==> config.mk <==
export PLATFORM = sky130hd
export DESIGN_NAME = jt7759_romsrv_flat
export DESIGN_NICKNAME = d
export VERILOG_FILES = /design/src/rtl/jt7759_romsrv_if.sv /design/src/rtl/jt7759_romsrv.sv /design/src/flat_wrapper.sv
export SDC_FILE = /design/constraint.sdc
export NUM_CORES = 1
export LEC_CHECK = 0
export CORE_MARGIN = 2
export CORE_UTILIZATION = 55
export CTS_BUF_LIST = sky130_fd_sc_hd__clkbuf_2
export CTS_CLUSTER_SIZE = 24
export DETAILED_ROUTE_END_ITERATION = 8
export PLACE_DENSITY = 0.82
export SLEW_MARGIN = 20
export SYNTH_ARGS = -nofsm -noshare
export SYNTH_HDL_FRONTEND = slang
export SYNTH_SLANG_ARGS = --single-unit
==> constraint.sdc <==
create_clock -name clk -period 3.2 [get_ports clk]
set_input_delay 0.64 -clock clk [delete_from_list [all_inputs] [get_ports clk]]
set_output_delay 0.64 -clock clk [all_outputs]
set_load 0.01 [all_outputs]
==> src/rtl/jt7759_romsrv_if.sv <==
// Request/response bus used on both sides of the JT7759 ROM server.
// The control side carries byte requests (17-bit address, 8-bit data).
// The memory side carries word requests (16-bit address, 16-bit data).
// The master drives cs/addr. The slave answers with data/ok.
interface jt7759_romsrv_if #(
    parameter int AW = 16,
    parameter int DW = 16
);
    logic          cs;
    logic [AW-1:0] addr;
    logic [DW-1:0] data;
    logic          ok;

    modport master (output cs, addr, input  data, ok);
    modport slave  (input  cs, addr, output data, ok);
endinterface

==> src/rtl/jt7759_romsrv.sv <==
// ROM responder for the JT7759 control FSM.
// Serves byte reads from a two-word buffer: the current word plus a
// prefetched next word. The buffer is filled from a variable-latency
// 16-bit memory port with a cs/ok handshake.
module jt7759_romsrv #(
    parameter bit PREFETCH = 1'b1
) (
    input  logic                  clk,
    input  logic                  rst_n,
    jt7759_romsrv_if.slave        rom,   // 17-bit byte address, 8-bit data
    jt7759_romsrv_if.master       mem    // 16-bit word address, 16-bit data
);

    typedef enum logic [1:0] {IDLE, PROMO, FETCH, PREF} state_t;

    state_t      state, state_nx;

    logic [15:0] cur_tag,  cur_tag_nx;
    logic [15:0] cur_word, cur_word_nx;
    logic        cur_vld,  cur_vld_nx;
    logic [15:0] pre_tag,  pre_tag_nx;
    logic [15:0] pre_word, pre_word_nx;
    logic        pre_vld,  pre_vld_nx;
    logic        mem_cs,   mem_cs_nx;
    logic [15:0] mem_addr, mem_addr_nx;
    logic [7:0]  rom_data;
    logic        rom_ok;

    logic [15:0] req_tag;
    logic        cur_hit;
    logic        pre_hit;
    logic [15:0] next_tag;
    logic        ack;

    assign req_tag  = rom.addr[16:1];
    assign cur_hit  = cur_vld && (cur_tag == req_tag);
    assign pre_hit  = pre_vld && (pre_tag == req_tag);
    assign next_tag = mem_addr + 16'd1;   // 16-bit wrap: FFFF -> 0000
    assign ack      = mem_cs && mem.ok;   // an ok with no request is ignored

    assign rom.data = rom_data;
    assign rom.ok   = rom_ok;
    assign mem.cs   = mem_cs;
    assign mem.addr = mem_addr;

    // Next-state and next-buffer logic for the fetch/prefetch FSM.
    always_comb begin
        // NOTE: every target gets a hold value first, so no path through the case can infer a latch.
        state_nx    = state;
        cur_tag_nx  = cur_tag;
        cur_word_nx = cur_word;
        cur_vld_nx  = cur_vld;
        pre_tag_nx  = pre_tag;
        pre_word_nx = pre_word;
        pre_vld_nx  = pre_vld;
        mem_cs_nx   = mem_cs;
        mem_addr_nx = mem_addr;

        case (state)
            IDLE: begin
                if (rom.cs && !cur_hit) begin
                    if (pre_hit) begin
                        // Promote on the way into PROMO so that the hit is
                        // visible to the output register one edge later.
                        // This gives a 2-cycle latency.
                        cur_tag_nx  = pre_tag;
                        cur_word_nx = pre_word;
                        cur_vld_nx  = 1'b1;
                        pre_vld_nx  = 1'b0;
                        state_nx    = PROMO;
                    end else begin
                        mem_addr_nx = req_tag;
                        mem_cs_nx   = 1'b1;
                        state_nx    = FETCH;
                    end
                end
            end
            PROMO: begin
                if (PREFETCH) begin
                    mem_addr_nx = cur_tag + 16'd1;
                    mem_cs_nx   = 1'b1;
                    state_nx    = PREF;
                end else begin
                    state_nx    = IDLE;
                end
            end
            FETCH: begin
                // The fill always lands, even if rom_cs dropped or the address moved.
                if (ack) begin
                    cur_tag_nx  = mem_addr;
                    cur_word_nx = mem.data;
                    cur_vld_nx  = 1'b1;
                    mem_cs_nx   = 1'b0;
                    // Skip the prefetch when pre already holds the next word.
                    // This keeps requests for resident tags off the bus.
                    if (PREFETCH && !(pre_vld && pre_tag == next_tag)) begin
                        mem_addr_nx = next_tag;
                        state_nx    = PREF;
                    end else begin
                        state_nx    = IDLE;
                    end
                end
            end
            PREF: begin
                // Entered with mem_cs low after a demand fill.
                // The request is raised here and held until acknowledged.
                if (ack) begin
                    pre_tag_nx  = mem_addr;
                    pre_word_nx = mem.data;
                    pre_vld_nx  = 1'b1;
                    mem_cs_nx   = 1'b0;
                    state_nx    = IDLE;
                end else begin
                    mem_cs_nx   = 1'b1;
                end
            end
            default: state_nx = IDLE;
        endcase
    end

    // State, buffer and memory-request registers.
    always_ff @(posedge clk or negedge rst_n) begin
        // NOTE: sequential state uses non-blocking assignments so every register samples pre-edge values.
        if (!rst_n) begin
            state    <= IDLE;
            cur_tag  <= '0;
            cur_word <= '0;
            cur_vld  <= 1'b0;
            pre_tag  <= '0;
            pre_word <= '0;
            pre_vld  <= 1'b0;
            mem_cs   <= 1'b0;
            mem_addr <= '0;
        end else begin
            state    <= state_nx;
            cur_tag  <= cur_tag_nx;
            cur_word <= cur_word_nx;
            cur_vld  <= cur_vld_nx;
            pre_tag  <= pre_tag_nx;
            pre_word <= pre_word_nx;
            pre_vld  <= pre_vld_nx;
            mem_cs   <= mem_cs_nx;
            mem_addr <= mem_addr_nx;
        end
    end

    // Registered byte response: ok on a current-word hit; data holds otherwise.
    always_ff @(posedge clk or negedge rst_n) begin
        if (!rst_n) begin
            rom_ok   <= 1'b0;
            rom_data <= '0;
        end else begin
            rom_ok <= rom.cs && cur_hit;
            if (rom.cs && cur_hit)
                rom_data <= rom.addr[0] ? cur_word[15:8] : cur_word[7:0];
        end
    end

endmodule

==> src/flat_wrapper.sv <==
// flat-port wrapper written by rule: the top's interface ports become plain ports
module jt7759_romsrv_flat 
#(
    parameter bit PREFETCH = 1'b1
)
  (clk, rst_n, rom_cs, rom_addr, rom_data, rom_ok, mem_cs, mem_addr, mem_data, mem_ok);
  jt7759_romsrv_if #(.AW(17), .DW(8)) rom_i ();
  jt7759_romsrv_if #(.AW(16), .DW(16)) mem_i ();
  input  logic clk;
  input  logic rst_n;
  input wire logic [$bits(rom_i.cs)-1:0] rom_cs;
  input wire logic [$bits(rom_i.addr)-1:0] rom_addr;
  output wire logic [$bits(rom_i.data)-1:0] rom_data;
  output wire logic [$bits(rom_i.ok)-1:0] rom_ok;
  output wire logic [$bits(mem_i.cs)-1:0] mem_cs;
  output wire logic [$bits(mem_i.addr)-1:0] mem_addr;
  input wire logic [$bits(mem_i.data)-1:0] mem_data;
  input wire logic [$bits(mem_i.ok)-1:0] mem_ok;
  assign rom_i.cs = rom_cs;
  assign rom_i.addr = rom_addr;
  assign rom_data = rom_i.data;
  assign rom_ok = rom_i.ok;
  assign mem_cs = mem_i.cs;
  assign mem_addr = mem_i.addr;
  assign mem_i.data = mem_data;
  assign mem_i.ok = mem_ok;
  jt7759_romsrv #(.PREFETCH(PREFETCH)) u_core (.clk(clk), .rst_n(rst_n), .rom(rom_i), .mem(mem_i));
endmodule
# Word-level counts from Yosys, hierarchy flattened
# Cells that the tools add are included.
# classes
addsub	2
n_eq_ne	12
muxes	32
reduce_logical	17
# ops
operator	count
$mux W16	10
$pmux W16 S2	2
$eq A16 B16 Y1	3
$pmux W16 S3	1
$add A16 B1 Y16 const B	2
$mux W2	5
$mux W1	9
$mux W8	1
$ne A2 B1 Y1 const B	4
$pmux W2 S4	1
$reduce_and A4 Y1	2
$logic_and A1 B1 Y1	6
$reduce_and A3 Y1	2
$reduce_and A5 Y1	1
$eq A2 B2 Y1 const B	2
$ne A2 B2 Y1 const B	2
$pmux W1 S2	2
$pmux W1 S4	1
$reduce_bool A2 Y1	2
$reduce_bool A3 Y1	1
$eq A2 B1 Y1 const B	1
$logic_not A2 Y1	1
$reduce_and A2 Y1	1
$logic_not A1 Y1	1
# totals
reg_bits	94
inputBits	37
output_inout_bits	26
elab_cells	74

# Longest topological paths before layout
# logic_depth
ltp_word	6
ltp_mapped	11
ltp_nobuf	9

# Least setup slack after synthesis
# No wires, ideal clock.
# synth_timing
path_kind	reg2reg
start	reg u_core.mem_addr[0] (netlist: u_core.mem.addr[0])
end	reg u_core.mem_addr[11] (netlist: u_core.mem.addr[11])
setup_time_ps	125
arrival_ps	2527
required_ps	3075
path_slack_ps	548
path_stages_with_launch	11
n_path_buf	1
period_less_slack_ps	2652
cell_sequence	dfrtp_1 -> ha_1 -> nand3_1 -> nor4_1 -> xnor2_1 -> o221ai_1 -> nor4_2 -> nand3_2 -> nand2_4 -> buf_12 -> mux2_4
# synth_between
elab_chain_cells	5
elab_cells_between_ends	8
cone_classes	add/sub (1); eq/ne (2); mux (3); reduce/logical (2)
# synth_lines
item	line	source
start: declaration	jt7759_romsrv.sv:25	logic [15:0] mem_addr, mem_addr_nx;
start signal: assignment	jt7759_romsrv.sv:143	mem_addr <= mem_addr_nx;
$add A16 B1 Y16 (*)	jt7759_romsrv.sv:38	assign next_tag = mem_addr + 16'd1;
$eq A16 B16 Y1	jt7759_romsrv.sv:96	if (PREFETCH && !(pre_vld && pre_tag == next_tag)) begin
$logic_and A1 B1 Y1	jt7759_romsrv.sv:96	
$ne A2 B2 Y1 (no source line)	n/a	
$reduce_and A5 Y1 (no source line)	n/a	
# Every way passes the cells marked *; elsewhere a longest branch is shown, timed or not. The select of a mux whose other input is x is not followed.
# A chain may end at the register's enable or synchronous reset.

# Worst setup path in the final report
# layout_timing
start	reg u_core.mem_addr[6] (netlist: u_core.mem.addr[6])
end	reg u_core.mem_addr[1] (netlist: u_core.mem.addr[1])
# layout_between
elab_chain_cells	5
# layout_lines
item	line
$add A16 B1 Y16	jt7759_romsrv.sv:38
$eq A16 B16 Y1	jt7759_romsrv.sv:96
$logic_and A1 B1 Y1	jt7759_romsrv.sv:96
$ne A2 B2 Y1 (no source line)	n/a
$reduce_and A5 Y1 (no source line)	n/a
# Every way passes these cells.

==> key figures <==
Outcome
  – Status: complete, but fails checks
  – Failing checks: negative hold slack

Floorplan
  – I/O Pins: 63
  – Total core area: 10230 um2
  – DIE AREA: ~11000 um2
  – Height of the die: 106.0 um
  – Starting density of the core: 55.89%
  – DIE WIDTH: 106.0 um
  – FP Rows: 37

CTS
  – CTS Sinks: 94
  – Post-CTS setup buffers: 0
  – CTS-repair resized insts: 0
  – CTS tree: yes
  – CTS buffer count: 9
  – Clock transition at path regs: roughly 0.32 ns
  – H-tree Lvls: 3
  – Cts hold-fix bufs: 0
  – Clock root buffer: clkbuf_2
  – Max clock buf depth: 2
  – Clock Latency Late Sink: roughly 0.60 ns

Power and ir drop
  – Max VDD drop: roughly 0.00021 V
  – PD cells: between 200 and 300 nW/um2
  – Leakage Power: about 3.3 nW
  – Overall power: ~2.0 mW

Critical path
  – CP required: between 3 and 4 ns
  – Flop2flop setup slack: around 0.16 ns
  – Crit path DAT: 3.55 ns
  – Worst R2R Path Depth: 8
  – WS Path Type: reg -> reg
  – CP Max Fanout: 14
  – Worst setup EP type: flop
  – Startpoint types: flop

Yosys
  – Asr flop ratio synth: between 90% and 100%
  – Syn Area/Cell: ~10 um2
  – Most common flop cell mapped by yosys: dfrtp_1
  – Total number of yosys warnings: 0
  – Mapped cell area: about 5700 um2
  – Register bit total from synthesis: 94
  – Net count after synthesis: between 600 and 700
  – Synth Instances: 570
  – Number of synthesized flops with an enable pin: 0
  – Yosys cell types: 57
  – Post-synth top area cell: dfrtp_1
  – Most common cell in the netlist: dfrtp_1
  – Yosys top cell area share: 41.14%
  – Synth top area cells: dfrtp_1 (41%), mux2i_1 (7.9%), xnor2_1 (6.3%)
  – Synth top cells by count: dfrtp_1 (94), nor2_1 (67), mux2i_1 (45)
  – Part of the Yosys area used for sequential elements: around 41%

Hold path
  – Worst hold path class: in -> async

STA
  – Fin. Hold Viols: 17
  – RSZ-0062 raised after global routing: no
  – Worst-Margin Slew: 0.6977 ns
  – Hold WS: -0.02811 ns
  – Max Freq: approximately 330 MHz
  – Worst Skew: ~0.034 ns
  – Fin. max-slew vios: 0
  – Slew headroom: 53.49%
  – Fin worst setup slack: 0.1601 ns
  – Final setup fails: 0
  – Setup tns final: 0 ns
  – Minimum clock period: approximately 3.0 ns
  – Crit share post-route: between 90% and 100%

Cells and area
  – N_diodes: 0
  – Final Cell Area: roughly 6800 um2
  – Area Growth Syn to Fin: 18.47%
  – Layout cells sized above 1: between 10% and 20%
  – Layout Nets: approximately 690

Routing
  – Detailed Route WL: 15100 um
  – Number of vias per cell: around 6.0
  – Via Count: about 4700
  – Antenna-violating nets left: 0
  – Drt wl/cell: just under 20 um
  – Pre-Repair DR Iteration Count: 5
  – # DRC: 0
  – DRC marker count from the first detailed-route iteration: 369

Global route
  – Largest net degree at the start of global routing: 95
  – Vias in the first global route: between 4000 and 5000
  – Total congestion overflow: 0
  – First-pass GRT wire length: 24640 um
  – GRT Total Usage: 28.29%
  – Initial antenna violation count: 0

Run
  – Max-Cap Viols: 0

Placed design
  – Port bufs: 62
  – Area of placed instances: around 6600 um2
  – Gpl congestion: 0.9610
  – Pre-CTS setup slack: approximately 0.013 ns
  – Post-DP HPWL: between 10000 and 15000 um
==> layout make-up <==
| type | count | area [um2] |
|---|---|---|
| Sequential cell | 94 | 2352 |
| Fill cell | 816 | 3457 |
| Timing Repair Buffer | 98 | 913.4 |
| Clock inverter | 7 | 100.1 |
| Clock buffer | 9 | 45.04 |
| Tap cell | 136 | 170.2 |
| Multi-Input combinational cell | 428 | 3152 |
| Inverter | 11 | 41.29 |
==> worst paths after layout <==
kind,to,startpoint
max in group asynchronous,u_core.cur_vld$_DFFE_PN0P_,rst_n
min,u_core.pre_tag[8]$_DFFE_PN0P_,rst_n
max,u_core.mem.addr[1]$_DFFE_PN0P_,u_core.mem.addr[6]$_DFFE_PN0P_
min reg2reg,u_core.rom.data[2]$_DFFE_PN0P_,u_core.rom.data[2]$_DFFE_PN0P_
max reg2reg,u_core.mem.addr[1]$_DFFE_PN0P_,u_core.mem.addr[6]$_DFFE_PN0P_
min in group clk,u_core.rom.data[2]$_DFFE_PN0P_,u_core.rom.data[2]$_DFFE_PN0P_
==> power breakdown <==
part	switching, mW	leakage (nW)	internal (mW)
logic	0.0670	1.96	0.0654
clock network	0.485	0.0849	0.210
registers	0	1.29	1.19
total	0.552	3.34	1.47
==> cell families (layout without fill, tap and decap cells) <==
group	Yosys count	in the layout	synth area share [%]
fa+ha+maj	7	7	1.532
simple gates	167	167	15.03
compound gates	93	93	10.20
xor+xnor	75	75	11.97
mux	86	86	16.35
flops	94	94	41.14
buf+inv	48	125	3.785
==> placed cells by master (no fill, tap or decap), types with 6 or more instances in the layout <==
cell type	instances
nor4_1	7
xnor2_1	41
mux2_4	6
nand4_1	11
nor3_1	6
xor2_1	32
a221oi_1	7
dfrtp_1	94
o21ai_0	22
nor2_1	67
mux2_2	31
a21oi_1	40
nand2_1	33
mux2i_1	45
clkdlybuf4s50_1	61
ha_1	6
nand3_1	15
buf_4	35
clkbuf_2	9
inv_1	11
==> through the flow <==
stage	util (%)	std cells
floorplan	-	570
global placement	64.79	767
detailed placement	64.79	767
CTS	66.21	783
global route	66.21	783
finish	66.21	783
==> worst max-delay path, cell delays in order (launching register included) <==
cell and delay [ns]:
dfrtp_1 0.67, nand4_4 0.27, nor4_4 0.32, xnor2_1 0.15
a221o_1 0.35, nor4_4 0.36, nand3_2 0.16, nand2_4 0.30
mux2_2 0.37
==> registers in the layout, summed over array words and instances (netlist names) <==
name,cells
u_core.cur_vld,1
u_core.rom.ok,1
u_core.pre_tag,16
u_core.cur_tag,16
u_core.mem.addr,16
u_core.pre_word,16
u_core.rom.data,8
u_core.state,2
u_core.pre_vld,1
u_core.mem.cs,1
u_core.cur_word,16
==> routing by layer <==
| metal | vias to the layer above | GRT usage [%] | wire length [um] |
|---|---|---|---|
| li1 | 2147 | - | - |
| met1 | 2280 | 36.72 | 6373 |
| met2 | 196 | 45.85 | 7193 |
| met3 | 45 | 4.905 | 977 |
| met4 | 0 | 14.19 | 554 |
| met5 | - | 0 | 0 |
Power figures use the tool's default switching activity.
==> variant (same settings) <==
Make the reset (`rst_n`) synchronous in 2 clocked blocks.
--- a/src/rtl/jt7759_romsrv.sv
+++ b/src/rtl/jt7759_romsrv.sv
@@ -119,7 +119,7 @@
     end
 
     // State, buffer and memory-request registers.
-    always_ff @(posedge clk or negedge rst_n) begin
+    always_ff @(posedge clk) begin
         // NOTE: sequential state uses non-blocking assignments so every register samples pre-edge values.
         if (!rst_n) begin
             state    <= IDLE;
@@ -145,7 +145,7 @@
     end
 
     // Registered byte response: ok on a current-word hit; data holds otherwise.
-    always_ff @(posedge clk or negedge rst_n) begin
+    always_ff @(posedge clk) begin
         if (!rst_n) begin
             rom_ok   <= 1'b0;
             rom_data <= '0;
Function: differs if rst_n is asserted again (counterexample within 4 cycles, from zero or initial values and one cycle with rst_n low); with rst_n held inactive, the same outputs for 4 cycles.
==> variant against the original RTL <==
  * Hold slack better by 0.51 ns
  * Highest routed layer unchanged
  * Setup slack gained 0.19 ns
  * Global-route usage rose by 1.5 points
  * Cell count up 11%
  * Sequential cell count did not move
  * Critical endpoint is now u_core.mem.addr[5]
  * Routed wire length rose by 11%
  * Area after synthesis is 3.6% higher
  * Design area rose by 1.1%
  * Core utilization down 0.20 points
  * Die area increased by 3.4%
Power is not compared: it rests on default switching activity, and its combinational part moved more than twofold at a synthesized area within 25%.
==> variant: results (changes against the original RTL) <==
\begin{tabular}{lr}
\hline
Metric & Value \\
\hline
\multicolumn{2}{l}{\textbf{Status}} \\
\quad Status & completed \\
\multicolumn{2}{l}{\textbf{Min path}} \\
\quad Kind of path behind the tightest hold check & reg2reg \\
\multicolumn{2}{l}{\textbf{Worst setup path}} \\
\quad Slowest Stage Delay on Critical Path & 0.52 ns (-0.15 ns) \\
\quad Origin of the critical flop-to-flop path & u\_core.mem.addr[1] \\
\quad Register-to-register path setup slack & 0.35 ns (+0.19 ns) \\
\quad Largest fanout on the critical path & 16 (+2) \\
\quad End point of the critical path & u\_core.mem.addr[5] \\
\quad Depth of the worst register-to-register path & 9 (+1) \\
\quad Arrival @ worst endpoint & 3.37 ns (-0.18 ns) \\
\multicolumn{2}{l}{\textbf{Route}} \\
\quad Drt initial violations & 379 (+2.7\%) \\
\quad Post-Route WL & 16800 um (+11\%) \\
\quad Routed vias & 5314 (+14\%) \\
\multicolumn{2}{l}{\textbf{Logic synthesis}} \\
\quad Proportion of synthesized chip area in sequential cells & 31.8\% (-9.4 points) \\
\quad Largest cells by area after synthesis & dfxtp\_1, mux2i\_1, nand2\_1 \\
\quad Number of distinct library cells after synthesis & 60 (+5.3\%) \\
\quad Asr flop ratio synth & 0\% (-100 points) \\
\quad Net count after synthesis & 723 (+18\%) \\
\quad Primary FF master, synth & dfxtp\_1 \\
\multicolumn{2}{l}{\textbf{Placed design}} \\
\quad Last weighted congestion value of the routability-driven placer & 0.971 (+1.0\%) \\
\quad Worst setup timing slack at the placement stage & -0.00309 ns (-0.0160 ns) \\
\multicolumn{2}{l}{\textbf{Clock network}} \\
\quad Clock-pin slew on the worst setup and hold paths & 0.30 ns (-0.02 ns) \\
\multicolumn{2}{l}{\textbf{Global routing}} \\
\quad Via count of the first global-routing pass & 5231 (+8.3\%) \\
\quad Largest net degree at the start of global routing & 49 (-48\%) \\
\quad Wire length of the first global-routing pass & 27000 um (+9.6\%) \\
\quad Tot GR Track Use & 29.8\% (+1.5 points) \\
\multicolumn{2}{l}{\textbf{Timing}} \\
\quad Worst setup skew after layout & 0.0441 ns (+0.00993 ns) \\
\quad Headroom to the max-slew limit & 39.2\% (-14 points) \\
\quad Post-route clock period utilization & 89.2\% (-5.8 points) \\
\multicolumn{2}{l}{\textbf{Cells and area}} \\
\quad Net count of the finished layout & 770 (+12\%) \\
\quad Share of final-layout standard cells stronger than drive strength 1 & 10.8\% (-5.3 points) \\
\hline
\end{tabular}
-- variant: cell count changes after synthesis, moves of 23 or more --
cell,change
o211a_1,+31
dfxtp_1,+94
mux2_2,-23
nand3_1,+32
a21oi_1,-34
a21boi_0,+33
nor2_1,-55
nand2_1,+69
dfrtp_1,-94
-- variant: metal layers --
layer | routed length (um) | vias to the layer above | part of all wire, % | track usage [%]
met5 | 0 | - | 0 | 0
li1 | - | 2520 | - | -
met1 | 7350 | 2554 | 44 | 39.8
met4 | 324 | 0 | 1.9 | 9.52
met2 | 7980 | 212 | 47 | 49.1
met3 | 1180 | 28 | 7.0 | 5.02
-- variant: area by class of cell --
cell class	count	area, um2
clock inverters	7	67.6
well taps	136	170
clock buffers	9	45.0
fillers	897	3520
flip-flops and latches	94	1880
multi-input cells	514	3720
inverters	8	30.0
repair buffers	99	931
-- variant: worst min-delay path by stage --
stage	cells after the start	from	endpoint	slack (ns)
after global routing	2	u_core.pre_word[9]	u_core.pre_word[9]	0.50
final	2	u_core.pre_word[9]	u_core.pre_word[9]	0.48
after CTS	2	u_core.pre_word[8]	u_core.pre_word[8]	0.48
after global placement	2	u_core.pre_word[6]	u_core.pre_word[6]	0.45
after detailed placement	2	u_core.pre_word[8]	u_core.pre_word[8]	0.46
after floorplan	2	u_core.pre_word[0]	u_core.pre_word[0]	0.44
-- variant: kinds of logic (layout without fill, tap and decap cells) --
kind of cell	after synthesis	in the layout	synth area share, %
buf+inv	71	123	5.58
compound gates	132	132	18.8
flops	94	94	31.8
simple gates	239	239	20.6
xor+xnor	71	71	10.6
fa+ha+maj	7	7	1.48
mux	65	65	11.2
-- variant: power by group --
| part | switching [mW] | internal, mW | leakage (nW) |
|---|---|---|---|
| clock network | 0.460 | 0.122 | 0.0651 |
| logic | 1.81 | 1.48 | 1.91 |
| registers | 0.392 | 1.49 | 0.766 |
| total | 2.66 | 3.10 | 2.74 |
-- variant: metrics by stage --
stage / TNS [ns] / power, mW / hold WS [ns] / instances / instance area (um2)
after floorplan: 0 / 4.08 / 0.443 / 679 / 5920
after global placement: 0 / 5.01 / 0.449 / 851 / 6730
after detailed placement: -0.00309 / 5.13 / 0.457 / 851 / 6730
after CTS: 0 / 5.71 / 0.484 / 867 / 6850
after global routing: 0 / 6.11 / 0.501 / 867 / 6850
final: 0 / 5.76 / 0.482 / 867 / 6850
-- variant: tightest hold or removal path, delay by kind of cell, from the launching register on --
kind	cells	cell delay [ns]
DFF	1	0.38
and+or+nand+nor	1	0.05
AOI/OAI and AO/OA	1	0.06
